<file path="config.mk">
export PLATFORM = sky130hd
export DESIGN_NAME = ahb_lite_manager
export DESIGN_NICKNAME = d
export VERILOG_FILES = /design/src/rtl/ahb_pkg.sv /design/src/rtl/ahb_addr_gen.sv /design/src/rtl/ahb_lite_manager.sv
export SDC_FILE = /design/constraint.sdc
export NUM_CORES = 1
export LEC_CHECK = 0
export CAP_MARGIN = 20
export CORE_UTILIZATION = 52
export DETAILED_ROUTE_END_ITERATION = 10
export PLACE_DENSITY = 0.88
export SYNTH_ARGS = -nofsm -noshare
export SYNTH_HDL_FRONTEND = slang
export SYNTH_HIERARCHICAL = 1
export SYNTH_SLANG_ARGS = --single-unit
</file>
<file path="constraint.sdc">
create_clock -name HCLK -period 14.7 [get_ports HCLK]
set_clock_uncertainty 0.15 [all_clocks]
set_input_delay 2.94 -clock HCLK [delete_from_list [all_inputs] [get_ports HCLK]]
set_output_delay 2.94 -clock HCLK [all_outputs]
set_load 0.005 [all_outputs]
</file>
<file path="src/rtl/ahb_pkg.sv">
// Shared AHB-Lite encodings, manager state codes and burst helpers.
package ahb_pkg;

  localparam logic [1:0] HTRANS_IDLE   = 2'b00;
  localparam logic [1:0] HTRANS_BUSY   = 2'b01;
  localparam logic [1:0] HTRANS_NONSEQ = 2'b10;
  localparam logic [1:0] HTRANS_SEQ    = 2'b11;

  localparam logic [2:0] HBURST_SINGLE = 3'b000;
  localparam logic [2:0] HBURST_INCR   = 3'b001;
  localparam logic [2:0] HBURST_WRAP4  = 3'b010;
  localparam logic [2:0] HBURST_INCR4  = 3'b011;
  localparam logic [2:0] HBURST_WRAP8  = 3'b100;
  localparam logic [2:0] HBURST_INCR8  = 3'b101;
  localparam logic [2:0] HBURST_WRAP16 = 3'b110;
  localparam logic [2:0] HBURST_INCR16 = 3'b111;

  localparam logic [1:0] HRESP_OKAY  = 2'b00;
  localparam logic [1:0] HRESP_ERROR = 2'b01;

  localparam logic [1:0] ST_IDLE = 2'd0;
  localparam logic [1:0] ST_XFER = 2'd1;
  localparam logic [1:0] ST_LAST = 2'd2;
  localparam logic [1:0] ST_ERR2 = 2'd3;

  function automatic logic [4:0] burst_beats(input logic [2:0] burst);
    case (burst)
      HBURST_WRAP4,  HBURST_INCR4:  burst_beats = 5'd4;
      HBURST_WRAP8,  HBURST_INCR8:  burst_beats = 5'd8;
      HBURST_WRAP16, HBURST_INCR16: burst_beats = 5'd16;
      default:                      burst_beats = 5'd1;
    endcase
  endfunction

  function automatic logic is_wrap(input logic [2:0] burst);
    is_wrap = (burst == HBURST_WRAP4) || (burst == HBURST_WRAP8) || (burst == HBURST_WRAP16);
  endfunction

endpackage

</file>
<file path="src/rtl/ahb_addr_gen.sv">
// Next-beat address for INCR and WRAP bursts; wrapping keeps the bits above
// the burst-sized window and lets only the low bits roll over.
module ahb_addr_gen
  import ahb_pkg::*;
#(
  parameter int ADDR_WIDTH = 32
) (
  input  logic [ADDR_WIDTH-1:0] addr,
  input  logic [2:0]            size,
  input  logic [2:0]            burst,
  output logic [ADDR_WIDTH-1:0] next_addr
);

  localparam logic [ADDR_WIDTH-1:0] ONE = {{(ADDR_WIDTH-1){1'b0}}, 1'b1};

  logic [ADDR_WIDTH-1:0] incr;
  logic [ADDR_WIDTH-1:0] sum;
  logic [ADDR_WIDTH-1:0] mask;

  always_comb begin
    incr = ONE << size;
    sum  = addr + incr;
    mask = (incr * ADDR_WIDTH'(burst_beats(burst))) - ONE;
    if (is_wrap(burst)) next_addr = (addr & ~mask) | (sum & mask);
    else                next_addr = sum;
  end

endmodule

</file>
<file path="src/rtl/ahb_lite_manager.sv">
// AHB-Lite manager: turns one command at a time into a SINGLE or fixed-length
// INCR/WRAP burst, pipelining address and data phases within the burst.
//
// state | meaning
// IDLE  | cmd_ready high, bus idle
// XFER  | address phase of beat k, data phase of beat k-1
// LAST  | final data phase, HTRANS idle
// ERR2  | second cycle of an ERROR response
module ahb_lite_manager
  import ahb_pkg::*;
#(
  parameter int ADDR_WIDTH = 32,
  parameter int DATA_WIDTH = 32
) (
  input  logic                  HCLK,
  input  logic                  HRESETn,
  input  logic                  cmd_valid,
  output logic                  cmd_ready,
  input  logic                  cmd_write,
  input  logic [ADDR_WIDTH-1:0] cmd_addr,
  input  logic [2:0]            cmd_size,
  input  logic [2:0]            cmd_burst,
  input  logic [DATA_WIDTH-1:0] wr_data,
  output logic                  wr_pop,
  output logic                  rd_valid,
  output logic [DATA_WIDTH-1:0] rd_data,
  output logic                  done,
  output logic                  err,
  output logic [ADDR_WIDTH-1:0] HADDR,
  output logic [1:0]            HTRANS,
  output logic                  HWRITE,
  output logic [2:0]            HSIZE,
  output logic [2:0]            HBURST,
  output logic [DATA_WIDTH-1:0] HWDATA,
  input  logic [DATA_WIDTH-1:0] HRDATA,
  input  logic                  HREADY,
  input  logic [1:0]            HRESP
);

  localparam logic [2:0] MAX_SIZE = 3'($clog2(DATA_WIDTH / 8));

  logic [1:0]            state;
  logic [4:0]            beat_cnt;
  logic [ADDR_WIDTH-1:0] next_addr;
  logic                  addr_acc;
  logic                  dp_ok;
  logic                  dp_err;
  logic                  last_beat;
  logic                  cmd_bad;

  ahb_addr_gen #(.ADDR_WIDTH(ADDR_WIDTH)) u_addr_gen (
    .addr      (HADDR),
    .size      (HSIZE),
    .burst     (HBURST),
    .next_addr (next_addr)
  );

  assign cmd_ready = (state == ST_IDLE);
  assign addr_acc  = (state == ST_XFER) && HREADY;
  assign wr_pop    = addr_acc && HWRITE;
  assign dp_ok     = HREADY && (HRESP == HRESP_OKAY);
  assign dp_err    = !HREADY && (HRESP == HRESP_ERROR);
  assign last_beat = (beat_cnt + 5'd1) == burst_beats(HBURST);
  assign cmd_bad   = (cmd_burst == HBURST_INCR) || (cmd_size > MAX_SIZE);

  always_ff @(posedge HCLK) begin
    if (!HRESETn) begin
      state    <= ST_IDLE;
      beat_cnt <= 5'd0;
      HTRANS   <= HTRANS_IDLE;
      HADDR    <= '0;
      HWRITE   <= 1'b0;
      HSIZE    <= 3'd0;
      HBURST   <= 3'd0;
      HWDATA   <= '0;
      rd_valid <= 1'b0;
      rd_data  <= '0;
      done     <= 1'b0;
      err      <= 1'b0;
    end else begin
      rd_valid <= 1'b0;
      done     <= 1'b0;
      err      <= 1'b0;
      case (state)
        ST_IDLE: begin
          if (cmd_valid) begin
            if (cmd_bad) begin
              done <= 1'b1;
              err  <= 1'b1;
            end else begin
              state    <= ST_XFER;
              beat_cnt <= 5'd0;
              HTRANS   <= HTRANS_NONSEQ;
              HADDR    <= cmd_addr;
              HWRITE   <= cmd_write;
              HSIZE    <= cmd_size;
              HBURST   <= cmd_burst;
            end
          end
        end
        ST_XFER: begin
          // beat_cnt == 0 means no earlier beat is in its data phase yet
          if (dp_err && beat_cnt != 5'd0) begin
            HTRANS <= HTRANS_IDLE;
            state  <= ST_ERR2;
          end else if (HREADY) begin
            if (beat_cnt != 5'd0 && HRESP == HRESP_OKAY && !HWRITE) begin
              rd_valid <= 1'b1;
              rd_data  <= HRDATA;
            end
            beat_cnt <= beat_cnt + 5'd1;
            if (HWRITE) HWDATA <= wr_data;
            if (last_beat) begin
              HTRANS <= HTRANS_IDLE;
              state  <= ST_LAST;
            end else begin
              HTRANS <= HTRANS_SEQ;
              HADDR  <= next_addr;
            end
          end
        end
        ST_LAST: begin
          if (dp_err) begin
            state <= ST_ERR2;
          end else if (dp_ok) begin
            if (!HWRITE) begin
              rd_valid <= 1'b1;
              rd_data  <= HRDATA;
            end
            done  <= 1'b1;
            state <= ST_IDLE;
          end
        end
        default: begin
          if (HREADY) begin
            done  <= 1'b1;
            err   <= 1'b1;
            state <= ST_IDLE;
          end
        end
      endcase
    end
  end

endmodule
</file>
==> impl_metrics.csv, run 1 <==
group,metric,value,unit
placement,gp_congestion,0.889,
setup_path,critPathMostFrequentCell,"clkdlybuf4s50_1",
pwr,powerDensity,142,mW/mm2
final_layout,area_growth,37.4,%
yosys,synth_nets,1050,
placement,hpwlAfterDp,14.9,mm
yosys,synth_top_family_by_area,"simple AND/OR/NAND/NOR gates",
timing,setup_viol,0,
yosys,synth_cell_type_count,70,
grt,grt_pass1_wl,33.4,mm
yosys,synth_xor_area_share,4.80,%
grt,antenna_found_initial,0,
die,dieHeight,122,um
yosys,async_flop_share,0,%
timing,rsz0062_at_grt,"false",
clock_network,cts_resized,0,
yosys,syn_area_per_cell,8.58,um2
grt,track_usage,28.8,%
setup_path,max_stage_delay,0.71,ns
die,dieArea,0.0149,mm2
yosys,synthFlopType,"dfxtp_1",
timing,tns,0,ns
pwr,comb_power_share,43.0,%
yosys,yosysSeqAreaShare,30.6,%
timing,relSlewSlack,38.7,%
setup_path,cp_max_fo,33,
timing,timing.final.crit_share,57.6,%
timing,report.final.slew_viol_count,0,
clock_network,clk_latency,0.41,ns
placement,preCtsSetupSlack,6.29,ns
pwr,p_sw_share,37.5,%
placement,dpl_cell_area,0.00974,mm2
clock_network,cts_setup_buffers,0,
yosys,synth_mux_area_share,10.3,%
job,maxCapViolCount,0,
route,viasPerCell,5.56,
placement,io_buffer_count,218,
yosys,yosys-top-cells-area,"dfxtp_1 31%, mux2i_1 10%, ha_1 8.5%, nand2_1 5.8%, a21oi_1 5.6%",
setup_path,cp.required,11.61,ns
route,ant_nets,0,
route,vias,7030,
timing,worst_slack,6.23,ns
final_layout,multiInputGateArea,0.00471,mm2
final_layout,diodes,0,
setup_path,r2r_cells,19,
setup_path,cp.depth,5,
setup_path,rr_endpoint,"HADDR[14]",
setup_path,critPathCaptureType,"output pin",
final_layout,drive_gt1_share,9.22,%
die,fp.dieW,122,um
clock_network,numCtsBuffers,17,
yosys,synth_top_area_share,30.6,%
pwr,peakVddDrop,0.0000844,V
worst_hold_path,holdPathStages,2,
grt,overflow,0,
timing,tightest_slew,0.919,ns
setup_path,critical_path.cell_chain,"clkdlybuf4s50_1 -> nand3_1 -> buf_4 -> inv_1 -> clkdlybuf4s50_1",
setup_path,critPathSlowestCell,"inv_1",
setup_path,crit_buf_inv,4,
clock_network,hold_buffers,0,
clock_network,root_buffer,"clkbuf_16",
setup_path,path_class,"in -> out",
yosys,synth-compound-area-share,17.4,%
worst_hold_path,hp-class,"reg -> reg",
yosys,synth_adder_area_share,12.2,%
pwr,leakage,0.00398,uW
die,ios,219,
clock_network,cts_max_level,4,
setup_path,arrival,5.38,ns
setup_path,start_kind,"primary input",
pwr,p_clk_share,27.9,%
setup_path,rrSetupSlack,8.79,ns
timing,min_period,8.47,ns
route,drc,0,
final_layout,register_area,0.00230,mm2
yosys,syn_inst,876,
clock_network,cts.sinks,115,
setup_path,cpLargestDelayFamily,"buffers and inverters",
yosys,synthSimpleGateAreaFrac,17.9,%
yosys,ys_seq_elements,115,
pwr,seq_power_share,29.1,%
grt,grt_max_degree,63,
die,rows,43,
final_layout,final_net_count,1246,
timing,holdWs,0.302,ns
run_status,status,"complete, no violations",
worst_hold_path,hold_start,"HWDATA[23]",
yosys,yosysTopAreaCell,"dfxtp_1",
clock_network,cts_tree,"built",
die,start_util,53.7,%
final_layout,fin_area,0.0103,mm2
pwr,switchingPower,550,uW
final_layout,n_fill_cell,990,
route,dr.pass1.iters,5,
route,wl_per_cell,16.7,um
worst_hold_path,min_to,"HWDATA[23]",
die,core,0.0140,mm2
setup_path,rr_startpoint,"HBURST[2]",
timing,hold_viol,0,
timing,fmax,118,MHz
pwr,p_int,916,uW
yosys,synth_edf_count,0,
route,wirelength,21.2,mm
clock_network,clk_pin_slew,0.05,ns
yosys,syn_area,0.00751,mm2
route,drt_first_iter_violations,513,
yosys,yosysWarningCount,6,
clock_network,cts_buffer_depth,2,
grt,grt_pass1_vias,6975,
## synthesized netlist by cell type (4+ instances only)
library cell	instances
mux2i_1	75
a211oi_1	8
and2_1	5
buf_2	7
a211oi_2	30
a21o_1	6
dfxtp_1	115
ha_1	51
nor2_1	77
clkbuf_1	33
nor4_1	9
nand3_1	19
nand2_1	116
nor2b_1	6
fa_1	14
nor3_1	12
a21oi_1	84
xor2_1	26
xnor2_1	12
and3_1	4
o21ai_0	19
inv_1	66
## how the worst max path moves through the flow
stage               startpoint  endpoint  slack (ns)
floorplan               HREADY    wr_pop        7.90
global placement        HREADY    wr_pop        6.32
detailed placement      HREADY    wr_pop        6.29
CTS                     HREADY    wr_pop        6.27
global route            HREADY    wr_pop        6.06
finish                  HREADY    wr_pop        6.23
## cells by family (layout without fill, tap and decap cells)
group | after synthesis | after routing
fa+ha+maj | 65 | 65
mux | 77 | 77
compound gates | 182 | 182
xor+xnor | 39 | 39
simple gates | 282 | 282
buf+inv | 116 | 325
flops | 115 | 115
## cell usage in the layout (no fill, tap or decap), types with 3 or more instances in the layout
| master | netlist | final |
|---|---|---|
| o211ai_1 | 3 | 3 |
| clkbuf_16 | 0 | 17 |
| nand2_1 | 116 | 116 |
| and3_1 | 4 | 4 |
| a211oi_2 | 30 | 30 |
| nand3_1 | 19 | 19 |
| inv_6 | 0 | 4 |
| clkinv_2 | 0 | 3 |
| clkinv_4 | 0 | 4 |
| nor4_1 | 9 | 9 |
| nor3_2 | 3 | 3 |
| xor2_1 | 26 | 26 |
| fa_1 | 14 | 14 |
| nand3b_1 | 3 | 3 |
| a21oi_1 | 84 | 84 |
| nor4b_1 | 3 | 3 |
| xnor2_1 | 12 | 12 |
| or3_1 | 3 | 3 |
| buf_4 | 3 | 9 |
| nor2_1 | 77 | 77 |
| o21a_1 | 3 | 3 |
| inv_1 | 66 | 65 |
| ha_1 | 51 | 50 |
| a21o_1 | 6 | 6 |
| and2_1 | 5 | 5 |
| clkdlybuf4s50_1 | 0 | 218 |
| o21ai_0 | 19 | 19 |
| nor3_1 | 12 | 11 |
| mux2i_1 | 75 | 75 |
| nor2b_1 | 6 | 6 |
| dfxtp_1 | 115 | 115 |
| a211oi_1 | 8 | 8 |
| or3b_2 | 3 | 3 |
## metal layers
metal | vias up | wire length (um) | part of all wire [%] | GRT usage [%]
met5 | - | 0 | 0 | 0
met4 | 0 | 373 | 1.8 | 10.4
met3 | 34 | 1660 | 7.8 | 9.36
met2 | 263 | 10700 | 50 | 51.1
met1 | 3325 | 8450 | 40 | 32.0
li1 | 3408 | - | - | -
## worst reg2reg max path, stage by stage, from the launching register on
cell and delay, ns:
dfxtp_1 0.63, nor2b_1 0.56, nand2_1 0.14, ha_1 0.30, inv_1 0.05, fa_1 0.54
inv_1 0.07, fa_1 0.55, inv_1 0.04, ha_1 0.23, a2111oi_0 0.40, o21ai_0 0.24
nand2_1 0.19, o21ai_0 0.13, a21boi_0 0.25, ha_1 0.28, a2111oi_0 0.54, xor2_1 0.20
mux2i_1 0.10, a211oi_2 0.25
## area by class of cell
class                           count  area share [%]
Clock buffer                       18            4.16
Clock inverter                     14            1.48
Inverter                           66            2.42
Multi-Input combinational cell    645            45.7
Sequential cell                   115            22.3
Tap cell                          180            2.18
Timing Repair Buffer              227            21.8
## metrics by stage
| step | util, % | total power (uW) | std cells |
|---|---|---|---|
| final | 73.8 | 1470 | 1265 |
| after global routing | 73.8 | 1550 | 1265 |
| after CTS | 73.8 | 1470 | 1265 |
| after detailed placement | 69.6 | 1060 | 1233 |
| after global placement | 69.6 | 1040 | 1233 |
| after floorplan | - | 869 | 876 |
## flip-flops by register name, indices dropped and copies added (netlist names), 2 cells and up
name / cells
HADDR: 32
HBURST: 3
HSIZE: 3
HTRANS: 2
HWDATA: 32
beat_cnt: 5
rd_data: 32
state: 2
## power by group through the flow
stage | registers [uW] | clock network [uW] | logic (uW)
after floorplan | 423 | 0 | 445
after global placement | 430 | 0 | 615
after detailed placement | 431 | 0 | 628
after CTS | 425 | 414 | 633
after global routing | 434 | 428 | 686
final | 426 | 409 | 631
No activity file was read; power rests on OpenSTA's default activity.
==> inputs of run 2 (changes only) <==
--- a/config.mk
+++ b/config.mk
@@ -6,9 +6,9 @@
 export NUM_CORES = 1
 export LEC_CHECK = 0
 export CAP_MARGIN = 20
-export CORE_UTILIZATION = 52
+export CORE_UTILIZATION = 44
 export DETAILED_ROUTE_END_ITERATION = 10
-export PLACE_DENSITY = 0.88
+export PLACE_DENSITY = 0.79
 export SYNTH_ARGS = -nofsm -noshare
 export SYNTH_HDL_FRONTEND = slang
 export SYNTH_HIERARCHICAL = 1
==> constraint.sdc (replaced) <==
create_clock -name HCLK -period 7.75 [get_ports HCLK]
set_clock_uncertainty 0.15 [all_clocks]
set_input_delay 1.55 -clock HCLK [delete_from_list [all_inputs] [get_ports HCLK]]
set_output_delay 1.55 -clock HCLK [all_outputs]
set_load 0.005 [all_outputs]
==> impl_metrics.csv, run 2 (synthesized netlist as in run 1, its figures left out) <==
group,metric,value,unit
die,dieHeight,133,um
final_layout,reg_top3,"HADDR (32), HWDATA (32), rd_data (32)",
final_layout,final_net_count,1246,
final_layout,drive_gt1_share,9.31,%
setup_path,path_class,"in -> out",
route,dr.pass1.iters,7,
route,wirelength,20.6,mm
setup_path,crit_buf_inv,4,
route,drt_first_iter_violations,329,
run_status,status,"complete, no violations",
clock_network,cts_max_level,4,
clock_network,cts.sinks,115,
timing,timing.final.crit_share,73.4,%
timing,relSlewSlack,38.1,%
final_layout,area_growth,38.6,%
clock_network,cts_buffer_depth,2,
grt,grt_pass1_vias,6806,
setup_path,critPathSlowestCell,"inv_1",
placement,io_buffer_count,218,
route,ant_nets,0,
die,dieArea,0.0176,mm2
pwr,powerDensity,272,mW/mm2
grt,grt_pass1_wl,33.3,mm
route,wl_per_cell,15.8,um
setup_path,r2r_cells,17,
setup_path,cp.depth,5,
clock_network,cts_resized,0,
grt,overflow,0,
clock_network,cts_tree,"built",
placement,gp_congestion,0.864,
final_layout,diodes,0,
final_layout,layout_commonest_cell,"clkdlybuf4s50_1",
clock_network,clk_pin_slew,0.06,ns
clock_network,root_buffer,"clkbuf_16",
die,start_util,45.1,%
placement,hpwlAfterDp,14.9,mm
timing,fmax,176,MHz
pwr,peakVddDrop,0.000154,V
setup_path,critPathCaptureType,"output pin",
die,ios,219,
clock_network,numCtsBuffers,17,
worst_hold_path,holdPathStages,2,
worst_hold_path,hp-class,"reg -> reg",
route,viasPerCell,5.28,
grt,track_usage,23.6,%
die,rows,47,
timing,report.final.slew_viol_count,0,
setup_path,start_kind,"primary input",
setup_path,cpLargestDelayFamily,"buffers and inverters",
timing,hold_viol,0,
pwr,finalPower,2830,uW
setup_path,max_stage_delay,0.72,ns
route,drc,0,
setup_path,cp_max_fo,33,
timing,rsz0062_at_grt,"false",
timing,setup_viol,0,
setup_path,critical_path.cell_chain,"clkdlybuf4s50_1 -> nand3_1 -> buf_4 -> inv_1 -> clkdlybuf4s50_1",
route,vias,6888,
setup_path,critPathMostFrequentCell,"clkdlybuf4s50_1",
timing,min_period,5.69,ns
clock_network,hold_buffers,0,
pwr,leakage,0.00400,uW
setup_path,arrival,3.99,ns
final_layout,layout_common_cells,"218 x clkdlybuf4s50_1, 116 x nand2_1, 115 x dfxtp_1",
job,maxCapViolCount,0,
setup_path,cp.required,6.05,ns
clock_network,clk_latency,0.41,ns
die,core,0.0166,mm2
clock_network,cts_setup_buffers,0,
grt,grt_max_degree,57,
grt,antenna_found_initial,0,
setup_path,rrSetupSlack,2.20,ns
die,fp.dieW,133,um
timing,tightest_slew,0.927,ns
timing,tns,0,ns
run 2: cell count changes in the layout (fill, tap and decap cells not counted), sizes merged:
cell,delta
clkinv,-2
bufinv,+1
clkbuf,+1
run 2: final timing paths:
path | from | to
max | HREADY | wr_pop
min | HWDATA[19] | HWDATA[19]
max reg2reg | HBURST[2] | HADDR[14]
min reg2reg | HWDATA[19] | HWDATA[19]
run 2: worst min-delay path: stages, from the launching register on:
cell and delay (ns):
dfxtp_1 0.31, nand2_1 0.05, a21oi_1 0.05
run 2: area by class of cell:
type / instances / area, um2
tap: 220 / 275
sequential: 115 / 2300
clock inverter: 13 / 173
fill: 1384 / 6230
clock buffer: 19 / 453
timing repair buffer: 227 / 2250
multi-input combinational: 645 / 4710
inverter: 66 / 250
run 2: through the flow:
stage | instance area [um2] | worst slack, ns | cells | util [%] | hold WS, ns
after floorplan | 7510 | 2.65 | 876 | - | 0.298
after global placement | 9790 | 2.09 | 1273 | 58.8 | 0.290
after detailed placement | 9790 | 2.07 | 1273 | 58.8 | 0.297
after CTS | 10400 | 2.05 | 1305 | 62.6 | 0.304
after global routing | 10400 | 1.78 | 1305 | 62.6 | 0.325
final | 10400 | 2.06 | 1305 | 62.6 | 0.304
run 2: routing by layer:
layer | GRT usage, % | wire length, um | vias up
li1 | - | - | 3418
met3 | 7.74 | 1570 | 34
met1 | 27.3 | 8570 | 3220
met2 | 40.3 | 10100 | 216
met5 | 0 | 0 | -
met4 | 8.94 | 414 | 0
run 2: where the power goes:
| group | total, uW | switching, uW | internal [uW] | leakage (uW) |
|---|---|---|---|---|
| registers | 810 | 122 | 688 | 0.000933 |
| logic | 1190 | 619 | 571 | 0.00276 |
| clock network | 828 | 300 | 528 | 0.000305 |
| total | 2830 | 1040 | 1790 | 0.00400 |
